## src/rtl/collatz_run_ctrl_if.sv

```systemverilog
// ---------------------------------------------------------------------------
// collatz_run_ctrl_if
//   Handshake between the run sequencer and the Collatz range datapath.
//   Signals:
//     go     1-cycle start pulse to the range block
//     start  base n while running; result RAM read address once done
//     done   range finished, result RAM readable
//     count  iteration count read from the RAM at address 'start'
//   Modports:
//     master  sequencer side (drives go/start)
//     slave   range side (drives done/count)
// ---------------------------------------------------------------------------
interface collatz_run_ctrl_if;
  logic        go;
  logic [31:0] start;
  logic        done;
  logic [15:0] count;

  modport master (output go, output start, input done, input count);
  modport slave  (input go, input start, output done, output count);
endinterface

```

## src/rtl/collatz_run_ctrl.sv

```systemverilog
// ---------------------------------------------------------------------------
// collatz_run_ctrl
//   Sequencer for the Collatz range datapath. Launches a run from a
//   switch-selected base n, waits for completion, sweeps the result RAM for
//   the maximum iteration count, then serves user / auto-stepped reads for
//   the hex display.
//   Ports:
//     clk, reset   system clock, synchronous active-high reset
//     base         base n from the switches
//     run          click: start a new run
//     inc/dec/clr  pulses: offset +1 / -1 / =0
//     auto_en      level: auto-step the offset every SCAN_DIV cycles in SHOW
//     rng          range handshake (go, start, done, count)
//     busy         high while launching, running or sweeping
//     disp_n       n currently shown (base_q + offset, 12-bit wrap)
//     disp_count   latched count for disp_n
//     disp_valid   disp_count belongs to the current disp_n
//     max_count    largest count over the last completed run
//     max_addr     offset of max_count (lowest offset on ties)
// ---------------------------------------------------------------------------
module collatz_run_ctrl #(
  parameter int WORDS     = 256,
  parameter int ADDR_BITS = 8,
  parameter int RD_LAT    = 1,
  parameter int SCAN_DIV  = 10_000_000
) (
  input  logic                   clk,
  input  logic                   reset,
  input  logic [9:0]             base,
  input  logic                   run,
  input  logic                   inc,
  input  logic                   dec,
  input  logic                   clr,
  input  logic                   auto_en,
  collatz_run_ctrl_if.master     rng,
  output logic                   busy,
  output logic [11:0]            disp_n,
  output logic [15:0]            disp_count,
  output logic                   disp_valid,
  output logic [15:0]            max_count,
  output logic [ADDR_BITS-1:0]   max_addr
);

  // phase counts 0..RD_LAT while waiting for read data, RD_LAT+1 = latched
  localparam int CW = $clog2(RD_LAT + 2);
  localparam int SW = $clog2(SCAN_DIV + 1);
  localparam logic [CW-1:0]        LAT_C     = CW'(RD_LAT);
  localparam logic [SW-1:0]        SCAN_LAST = SW'(SCAN_DIV - 1);
  localparam logic [ADDR_BITS-1:0] LAST_ADDR = ADDR_BITS'(WORDS - 1);

  typedef enum logic [2:0] {IDLE, LAUNCH, RUN, SWEEP, SHOW} state_t;

  state_t                 state, state_nxt;
  logic [9:0]             base_q, base_q_nxt;
  logic [ADDR_BITS-1:0]   offset, offset_nxt;
  logic [ADDR_BITS-1:0]   addr, addr_nxt;
  logic [CW-1:0]          phase, phase_nxt;
  logic [1:0]             hold_cnt, hold_cnt_nxt;
  logic [SW-1:0]          scan_cnt, scan_cnt_nxt;
  logic                   scan_tick;
  logic                   offset_changed;
  logic [15:0]            disp_count_nxt;
  logic                   disp_valid_nxt;
  logic [15:0]            max_count_nxt;
  logic [ADDR_BITS-1:0]   max_addr_nxt;

  // State register
  always_ff @(posedge clk) begin
    if (reset) state <= IDLE;
    else       state <= state_nxt;
  end

  // Datapath registers
  always_ff @(posedge clk) begin
    if (reset) begin
      base_q     <= '0;
      offset     <= '0;
      addr       <= '0;
      phase      <= '0;
      hold_cnt   <= '0;
      scan_cnt   <= '0;
      disp_count <= '0;
      disp_valid <= 1'b0;
      max_count  <= '0;
      max_addr   <= '0;
    end else begin
      base_q     <= base_q_nxt;
      offset     <= offset_nxt;
      addr       <= addr_nxt;
      phase      <= phase_nxt;
      hold_cnt   <= hold_cnt_nxt;
      scan_cnt   <= scan_cnt_nxt;
      disp_count <= disp_count_nxt;
      disp_valid <= disp_valid_nxt;
      max_count  <= max_count_nxt;
      max_addr   <= max_addr_nxt;
    end
  end

  // Next-state and output logic
  always_comb begin
    state_nxt      = state;
    base_q_nxt     = base_q;
    offset_nxt     = offset;
    addr_nxt       = addr;
    phase_nxt      = phase;
    hold_cnt_nxt   = hold_cnt;
    scan_cnt_nxt   = '0;
    scan_tick      = 1'b0;
    offset_changed = 1'b0;
    disp_count_nxt = disp_count;
    disp_valid_nxt = disp_valid;
    max_count_nxt  = max_count;
    max_addr_nxt   = max_addr;
    rng.go         = 1'b0;
    rng.start      = {22'b0, base_q};
    busy           = 1'b0;
    disp_n         = 12'(base_q) + 12'(offset);

    case (state)
      IDLE: begin
        rng.start = {22'b0, base};
        disp_n    = {2'b0, base};
        if (run) begin
          base_q_nxt = base;
          state_nxt  = LAUNCH;
        end
      end

      LAUNCH: begin
        rng.go         = 1'b1;
        busy           = 1'b1;
        hold_cnt_nxt   = '0;
        disp_valid_nxt = 1'b0;
        state_nxt      = RUN;
      end

      RUN: begin
        busy = 1'b1;
        // done may still be high from the previous run for two cycles
        if (hold_cnt != 2'd2) begin
          hold_cnt_nxt = hold_cnt + 2'd1;
        end else if (rng.done) begin
          state_nxt     = SWEEP;
          addr_nxt      = '0;
          phase_nxt     = '0;
          max_count_nxt = '0;
          max_addr_nxt  = '0;
        end
      end

      SWEEP: begin
        busy      = 1'b1;
        rng.start = 32'(addr);
        // a dropped done restarts the read of the current address
        if (!rng.done) begin
          phase_nxt = '0;
        end else if (phase != LAT_C) begin
          phase_nxt = phase + 1'b1;
        end else begin
          phase_nxt = '0;
          if (rng.count > max_count) begin
            max_count_nxt = rng.count;
            max_addr_nxt  = addr;
          end
          if (addr == LAST_ADDR) begin
            state_nxt      = SHOW;
            offset_nxt     = '0;
            disp_valid_nxt = 1'b0;
          end else begin
            addr_nxt = addr + 1'b1;
          end
        end
      end

      SHOW: begin
        rng.start = 32'(offset);
        if (!rng.done) begin
          disp_valid_nxt = 1'b0;
          phase_nxt      = '0;
        end else begin
          if (auto_en) begin
            if (scan_cnt == SCAN_LAST) begin
              scan_tick    = 1'b1;
              scan_cnt_nxt = '0;
            end else begin
              scan_cnt_nxt = scan_cnt + 1'b1;
            end
          end
          if (run) begin
            base_q_nxt     = base;
            disp_valid_nxt = 1'b0;
            state_nxt      = LAUNCH;
          end else begin
            offset_changed = 1'b1;
            if (clr)            offset_nxt = '0;
            else if (inc)       offset_nxt = (offset == LAST_ADDR) ? '0 : offset + 1'b1;
            else if (dec)       offset_nxt = (offset == '0) ? LAST_ADDR : offset - 1'b1;
            else if (scan_tick) offset_nxt = (offset == LAST_ADDR) ? '0 : offset + 1'b1;
            else                offset_changed = 1'b0;

            if (offset_changed) begin
              disp_valid_nxt = 1'b0;
              phase_nxt      = '0;
            end else if (phase == LAT_C) begin
              disp_count_nxt = rng.count;
              disp_valid_nxt = 1'b1;
              phase_nxt      = phase + 1'b1;
            end else if (phase < LAT_C) begin
              phase_nxt = phase + 1'b1;
            end
          end
        end
      end

      default: state_nxt = IDLE;
    endcase
  end

endmodule
```

## src/flat_wrapper.sv

```systemverilog
// flat-port wrapper written by rule: the top's interface ports become plain ports
module collatz_run_ctrl_flat 
#(
  parameter int WORDS     = 256,
  parameter int ADDR_BITS = 8,
  parameter int RD_LAT    = 1,
  parameter int SCAN_DIV  = 10_000_000
)
  (clk, reset, base, run, inc, dec, clr, auto_en, busy, disp_n, disp_count, disp_valid, max_count, max_addr, rng_go, rng_start, rng_done, rng_count);
  collatz_run_ctrl_if rng_i ();
  input  logic clk;
  input  logic reset;
  input  logic [9:0] base;
  input  logic run;
  input  logic inc;
  input  logic dec;
  input  logic clr;
  input  logic auto_en;
  output logic busy;
  output logic [11:0] disp_n;
  output logic [15:0] disp_count;
  output logic disp_valid;
  output logic [15:0] max_count;
  output logic [ADDR_BITS-1:0] max_addr;
  output wire logic [$bits(rng_i.go)-1:0] rng_go;
  output wire logic [$bits(rng_i.start)-1:0] rng_start;
  input wire logic [$bits(rng_i.done)-1:0] rng_done;
  input wire logic [$bits(rng_i.count)-1:0] rng_count;
  assign rng_go = rng_i.go;
  assign rng_start = rng_i.start;
  assign rng_i.done = rng_done;
  assign rng_i.count = rng_count;
  collatz_run_ctrl #(.WORDS(WORDS), .ADDR_BITS(ADDR_BITS), .RD_LAT(RD_LAT), .SCAN_DIV(SCAN_DIV)) u_core (.clk(clk), .reset(reset), .base(base), .run(run), .inc(inc), .dec(dec), .clr(clr), .auto_en(auto_en), .rng(rng_i), .busy(busy), .disp_n(disp_n), .disp_count(disp_count), .disp_valid(disp_valid), .max_count(max_count), .max_addr(max_addr));
endmodule
```

## config.mk

```make
export PLATFORM = sky130hd
export DESIGN_NAME = collatz_run_ctrl_flat
export DESIGN_NICKNAME = d
export VERILOG_FILES = /design/src/rtl/collatz_run_ctrl_if.sv /design/src/rtl/collatz_run_ctrl.sv /design/src/flat_wrapper.sv
export SDC_FILE = /design/constraint.sdc
export NUM_CORES = 1
export LEC_CHECK = 0
export CAP_MARGIN = 20
export CORE_MARGIN = 3
export CORE_UTILIZATION = 47
export DETAILED_ROUTE_END_ITERATION = 16
export MAX_ROUTING_LAYER = met4
export PLACE_DENSITY = 0.77
export SYNTH_ARGS = -nofsm -noshare
export SYNTH_HDL_FRONTEND = slang
export SYNTH_SLANG_ARGS = --single-unit
```

## constraint.sdc

```tcl
create_clock -name clk -period 2.4 [get_ports clk]
set_clock_uncertainty 0.2 [all_clocks]
set_input_delay 0.48 -clock clk [delete_from_list [all_inputs] [get_ports clk]]
set_output_delay 0.48 -clock clk [all_outputs]
set_load 0.01 [all_outputs]
```

==> metrics <==
status=finished, violations left; violated checks=setup timing; Congestion Overflow GR=0; pwr/cell area=459.1 mW/mm^2; final non-filler cell area=0.008524 mm^2; first-pass GRT wire length=28570 um; Avg WL per Cell=between 15 and 20 um; DR pass1 iterations=7; Switch Pwr=0.001036 W; clk sink count=98; RePlAce Congestion=0.9745; Flop pwr share=0.425; Core Footprint=0.01171 mm^2; final net count=975; Int Power=0.002877 W; Synth area leader=dfxtp_1; num ports=121; final hold slack=roughly 0.25 ns; Peak VDD IR=0.4878 mV; CTS tree=done; Synth area leaders=dfxtp_1, ha_1, nor2_1; timing-limited maximum frequency=343.8 MHz; Synth Flop Type=dfxtp_1; clk root buf=clkbuf_16; final WL=19450 um; Leak=3.609 nW; Vias per Instance=5.797; switching part of the total=0.2648; Unique masters post-synth=67; R2R setup slack=-0.24 ns; most common cell after layout, fill and taps aside=buf_4; H-tree depth=3; Syn Inst Count=697; most frequent cells in the layout=buf_4, nor2_1, dfxtp_1; post-synth top area share=0.3403; Ys Warns=0; die area=0.01363 mm^2; clock buffer depth=2; Skew-Pair Late Insertion Delay=about 0.36 ns; HPWL Detailed=around 13000 um; required time worst endpoint=approximately 1.7 ns; Core Rows=39; proportion of power drawn by the clock network=0.405; Final period util=1.212; number of global-route vias before repair=5897; Cell Area, Synth=0.005766 mm^2; crit path DAT=2.23 ns; Worst Slack Setup Final=-0.5086 ns; critical path class=register to output pin; crit start category=register; Routed Antenna Nets=0; Placed Area=0.007594 mm^2; PortBufs=97; Max-Cap Viols=0; Syn-to-layout area delta=47.85%; combinational share of power=0.171; Clock Pin Slew Worst Setup and Hold Paths=0.07 ns; EDFF count, synth=0; RSZ-0062 raised after global routing=true; Post-synth ARST share=0; initial antenna violation count=0; Fin. Hold Viols=0; CP endpoint kind=output pin; fin crit period=around 2.9 ns; Seq cells post-synth=98; share of cells above drive strength 1=0.2903; Setup Viol. Count Final=35; Initial Util=0.4923; largest net degree at the start of global routing=25; initial drt markers=491; Post-Syn Area per Cell=8.272 um^2; drc violations=0; Final Slew Violations=0; GR Util All Layers=0.2721; CTS buffer count=9; total number of vias=6127; worst-path maximum fanout=2; Die X=116.8 um; hold_buf cts=0; sequential fraction of the synthesis area=0.3403; Die Y=116.8 um; min-delay worst type=input pin to register
==> final timing paths <==
path / start / end / depth (start not counted)
worst max register to register: u_core.max_count[14] / u_core.max_addr[5] / 11
worst max-delay path: u_core.base_q[0] / disp_n[8] / 11
worst min-delay path: rng_count[3] / u_core.max_count[3] / 2
worst min register to register: u_core.max_addr[7] / u_core.max_addr[7] / 1
==> final cells by class <==
| class | count | area (um^2) |
|---|---|---|
| multi-input combinational | 528 | 3811 |
| clock buffer | 11 | 232.7 |
| antenna | 1 | 2.502 |
| fill | 788 | 3187 |
| sequential | 98 | 1994 |
| inverter | 36 | 140.1 |
| timing repair buffer | 235 | 2078 |
| tap | 143 | 178.9 |
| clock inverter | 5 | 86.33 |
==> Yosys cell counts (all sizes together) (9+ instances only) <==
master and number:
a21oi 48, a22o 25, and4 9, buf 37, clkbuf 20, dfxtp 98, ha 32, inv 36
mux2i 34, nand2 56, nand2b 11, nand3 21, nand4 14, nor2 96, nor3 10, o211ai 9
o21ai 29, xnor2 10, xor2 26
==> through the flow <==
step	power [W]	util	worst slack, ns	cells	TNS [ns]
floorplan	0.002007	-	-0.03445	719	-0.04927
global placement	0.002314	0.6484	-0.5540	1016	-18.12
detailed placement	0.002329	0.6484	-0.5915	1016	-21.29
CTS	0.003878	0.6995	-0.5671	1044	-3.612
global route	0.004038	0.7277	-0.6592	1056	-11.86
finish	0.003913	0.7279	-0.5086	1057	-9.064
==> critical path, cell delays in order, from the launching register on <==
cell	delay (ns)
dfxtp_2	0.36
ha_4	0.14
inv_2	0.04
fa_2	0.33
nor2b_1	0.12
o21a_1	0.16
o21ai_2	0.09
a21oi_2	0.14
a21o_1	0.16
xnor2_1	0.07
o21ai_1	0.13
buf_2	0.14
==> registers in the layout, summed over array words and instances, names as in the netlist <==
register and flops:
u_core.scan_cnt 24, u_core.disp_valid 1, u_core.addr 8, u_core.max_count 16
u_core.hold_cnt 2, u_core.offset 8, u_core.state 3, u_core.base_q 10
u_core.phase 2, u_core.max_addr 8, u_core.disp_count 16
==> routing by layer <==
layer | global-route usage | part of all wire
met5 | - | 0
met4 | 0.07187 | 0.029
met3 | 0.05544 | 0.062
met2 | 0.4581 | 0.50
met1 | 0.3324 | 0.41
==> logic make-up (layout without fill, tap and decap cells) <==
group                    after synthesis  after routing  synth area share
flip-flops                            98             98            0.3403
XOR/XNOR                              36             36           0.05469
AND/OR/NAND/NOR                      252            252            0.2157
AO/OA/AOI/OAI                        149            149            0.1736
buffers and inverters                 93            287           0.08116
other                                  1             24         0.0006504
multiplexers                          35             35           0.06098
adder cells (fa/ha/maj)               33             33           0.07292
==> what timing repair did <==
item | 4_1_cts | 5_1_grt
endpoints found under the setup margin | 56 | 69
setup buffers | 10 | 12
pin swaps | 54 | 55
resized for setup | 125 | 87
cloned | 2 | 2
==> power by group through the flow <==
stage,registers (W),clock network [W],logic (W)
5_1_grt,0.00166,0.00166,0.000717
4_1_cts,0.00166,0.00160,0.000622
3_3_place_gp,0.00170,0,0.000619
3_5_place_dp,0.00170,0,0.000632
2_1_floorplan,0.00169,0,0.000313
6_report,0.00166,0.00158,0.000667
Power figures use the tool's default switching activity.
==> variant 1, RTL diff (same settings) <==
Encoding of `state_t`: now one-hot (5 bits for 5 states).
--- a/src/rtl/collatz_run_ctrl.sv
+++ b/src/rtl/collatz_run_ctrl.sv
@@ -48,7 +48,7 @@
   localparam logic [SW-1:0]        SCAN_LAST = SW'(SCAN_DIV - 1);
   localparam logic [ADDR_BITS-1:0] LAST_ADDR = ADDR_BITS'(WORDS - 1);
 
-  typedef enum logic [2:0] {IDLE, LAUNCH, RUN, SWEEP, SHOW} state_t;
+  typedef enum logic [4:0] {IDLE = 5'b00001, LAUNCH = 5'b00010, RUN = 5'b00100, SWEEP = 5'b01000, SHOW = 5'b10000} state_t;
 
   state_t                 state, state_nxt;
   logic [9:0]             base_q, base_q_nxt;
Behaviour: same outputs for any inputs over 10 cycles, from zero or initial values and one cycle with reset high; not proved beyond that.
==> variant 1 against the original RTL <==
The flow still finishes with violations (setup timing); wire length rose by 19%; fmax decreased by 5.7%; setup slack lost 0.17 ns; sequential cell count rose by 2; synthesized area grew 0.48%; cell area increased by 7.3%; count of clock-buffer cells in the layout down 1; first-iteration DRC count is 56% higher; critical endpoint is now disp_n[10].
Power is not compared: it rests on default switching activity, and its combinational part moved more than twofold at a synthesized area within 25%.
==> variant 1: results <==
[outcome]
status = "complete, but fails checks"
violations = "setup timing"

[placement]
dpl_cell_area_um2 = 7770
hpwl_mm = 13.0

[sta]
tns_ns = -14.78
setup-violations-final = 60
setup_ws_ns = -0.683

[critical_path]
reg2reg_to = "u_core.max_count[8]$_SDFFE_PP0P_"
r2r_slack_ns = -0.27
r2r_start = "u_core.max_count[6]$_SDFFE_PP0P_"
worstRegToRegCells = 10

[layout]
layout-drive-gt1-share = 0.358
clkCellAreaFrac = 0.0356
nets = 1025
fin_area_um2 = 9140
nonClkBufAreaFrac = 0.258
antenna_cells_inserted = 0

[min_path]
hold_end = "u_core.scan_cnt[0]$_SDFF_PP0_"
hold-path-cell-count = 1

[global_route]
use_met2 = 0.518
grt_pass1_vias = 6468
grt_max_degree = 26

[clocking]
post_cts_buffers = 29

[logic_synthesis]
ys_types = 66

[routing]
wl_per_cell_um = 21.0
first_iter_violations = 767
variant 1: changes by cell type in the layout (fill, tap and decap cells not counted), sizes merged, moves of 6 or more:
cell / before / now
nor3: 10 / 29
buf: 147 / 194
mux2i: 34 / 15
o31ai: 1 / 7
clkbuf: 20 / 12
nand2: 56 / 78
xor2: 26 / 12
nor2: 96 / 72
xnor2: 10 / 17
dlygate4sd2: 13 / 7
variant 1: cells by family after synthesis:
kind of cell,count (synthesis),share of synthesized area
AND/OR/NAND/NOR,278,0.234
AO/OA/AOI/OAI,162,0.197
flip-flops,100,0.346
buffers and inverters,97,0.0797
adder cells (fa/ha/maj),33,0.0726
XOR/XNOR,29,0.0438
multiplexers,15,0.0259
other,1,0.000647
variant 1: critical path, stage by stage, from the launching register on:
cell     delay (ns)
dfxtp_2        0.33
buf_4          0.11
inv_2          0.04
fa_2           0.38
nor2b_1        0.14
o21a_1         0.15
o21a_1         0.18
o211a_1        0.21
buf_4          0.13
nor2_2         0.03
nor4_2         0.14
buf_2          0.20
==> variant 2, RTL diff (same settings) <==
Without the edit above. `ADDR_BITS` is set to 8 in 2 places; all go to 9.
--- a/src/rtl/collatz_run_ctrl.sv
+++ b/src/rtl/collatz_run_ctrl.sv
@@ -20,7 +20,7 @@
 // ---------------------------------------------------------------------------
 module collatz_run_ctrl #(
   parameter int WORDS     = 256,
-  parameter int ADDR_BITS = 8,
+  parameter int ADDR_BITS = 9,
   parameter int RD_LAT    = 1,
   parameter int SCAN_DIV  = 10_000_000
 ) (
--- a/src/flat_wrapper.sv
+++ b/src/flat_wrapper.sv
@@ -2,7 +2,7 @@
 module collatz_run_ctrl_flat 
 #(
   parameter int WORDS     = 256,
-  parameter int ADDR_BITS = 8,
+  parameter int ADDR_BITS = 9,
   parameter int RD_LAT    = 1,
   parameter int SCAN_DIV  = 10_000_000
 )
Interface: changed (resized max_addr); port bits go from 121 to 122. No check against the original RTL was run, so the function may have changed too.
==> variant 2 against the original RTL <==
The flow still finishes with violations (setup timing); setup slack worse by 0.24 ns; sequential cell count up 3; fmax down 7.5%; cell area up 12%; wire length up 15%; critical path depth down 2; synthesized area up 6.2%; power up 2.7%; cell count up 12%; critical endpoint is now disp_n[9].
==> variant 2: results <==
[routing]
finalWirelength_mm = 22.4
first_pass_iters = 6
via_per_inst = 5.72
first_iter_violations = 693

[layout]
layout-drive-gt1-share = 0.336
nets = 1072
antenna_cells_inserted = 0
largestRegisters = "u_core.scan_cnt x24, u_core.disp_count x16, u_core.max_count x16"
final_cells = 1181

[pwr]
p_sw_uw = 1140
power_frac_seq = 0.425
powerSeq_uw = 1710
total_leakage_power_uw = 0.00367
ir_drop_mv = 0.416
pg_clk_uw = 1600

[clocking]
worst_skew_pair.late_latency_ns = 0.36
clk_path_buf_depth = 2
cts_root_buf = "clkbuf_16"
cts_buffers = 9
ctsHtreeMaxLevel = 3
clk_pin_slew_ns = 0.08

[sta]
holdWs_ns = 0.256
tns_ns = -13.48
worst_slew_pin_slew_ns = 0.724
setup_ws_ns = -0.746
setup-violations-final = 44

[critical_path]
reg2reg_to = "u_core.max_addr[0]$_SDFFE_PP0P_"
r2r_slack_ns = -0.37
path_max_fanout = 8
worstRegToRegCells = 10
r2r_start = "u_core.max_count[9]$_SDFFE_PP0P_"
cp_slowest_cell = "dfxtp_4"
critPathMaxStageDelay_ns = 0.35

[outcome]
violations = "setup timing"
status = "complete, but fails checks"

[global_route]
grt_use_total = 0.278
antenna_found_initial = 0
grt_pass1_wl_mm = 31.8
grt_max_degree = 33
grt_pass1_vias = 6507

[logic_synthesis]
ys_warn_count = 0
syn_inst = 776
ys_types = 61
synthTopCellsByArea = "dfxtp_1 33%, ha_1 6.7%, nor2_1 6.2%"
yosysSeqAreaShare = 0.330
async_flop_share = 0
synthTopCellsByCount = "101 x dfxtp_1, 101 x nor2_1, 67 x a21oi_1"

[placement]
dpl_cell_area_um2 = 8210
pre_cts_ws_ns = -0.709
hpwl_mm = 12.2
place_congestion = 0.917
io_buffers = 98

[min_path]
min-delay-start = "rng_count[14]"
hold-path-cell-count = 3
hp-class = "in2reg"
hold_end = "u_core.max_count[14]$_SDFFE_PP0P_"
[variant 2: kinds of logic after synthesis]
logic type | Yosys count | share of synthesized area
buf+inv | 103 | 0.0789
other cells | 1 | 0.000613
flops | 101 | 0.330
compound gates | 150 | 0.149
fa+ha+maj | 34 | 0.0707
xor+xnor | 35 | 0.0501
simple gates | 315 | 0.260
mux | 37 | 0.0605
[variant 2: metal layers]
layer  part of all wire  vias up  routed length, µm  global-route usage
li1                   -     3109                  -                   -
met1               0.38     3180               8620               0.331
met2               0.49      366              11000               0.465
met3              0.072      105               1620              0.0495
met4              0.054        0               1210               0.116
met5                  0        -                  0                   -
[variant 2: how the worst max path moves through the flow]
stage	from	endpoint	cells past startpoint
final	u_core.offset[1]$_SDFFE_PP0P_	disp_n[9]	9
after global routing	u_core.offset[1]$_SDFFE_PP0P_	disp_n[9]	9
after CTS	u_core.offset[0]$_SDFFE_PP0P_	disp_n[8]	11
after detailed placement	u_core.offset[0]$_SDFFE_PP0P_	disp_n[10]	10
after global placement	u_core.offset[0]$_SDFFE_PP0P_	disp_n[10]	10
after floorplan	u_core.offset[0]$_SDFFE_PP0P_	disp_n[10]	9
[variant 2: area by class of cell]
class	instances	area, µm²
fill	807	3100
timing repair buffer	264	2410
inverter	33	124
multi-input combinational	595	4450
clock inverter	6	76.3
sequential	101	2050
tap	172	215
clock buffer	10	239
[variant 2: critical path: cells and delay by family (launching register included)]
family / cells / cell delay, ns
buffers and inverters: 2 / 0.45
xor gates and xnor gates: 1 / 0.16
adders and majority gates: 1 / 0.31
DFF: 1 / 0.35
AOI/OAI and AO/OA: 5 / 0.84
[variant 2: repair_timing]
item                       in CTS  in global routing
pin swaps                      48                 49
setup endpoints to repair      52                 78
resized for setup             137                110
buffers inserted               12                 16
gates cloned                    7                  3
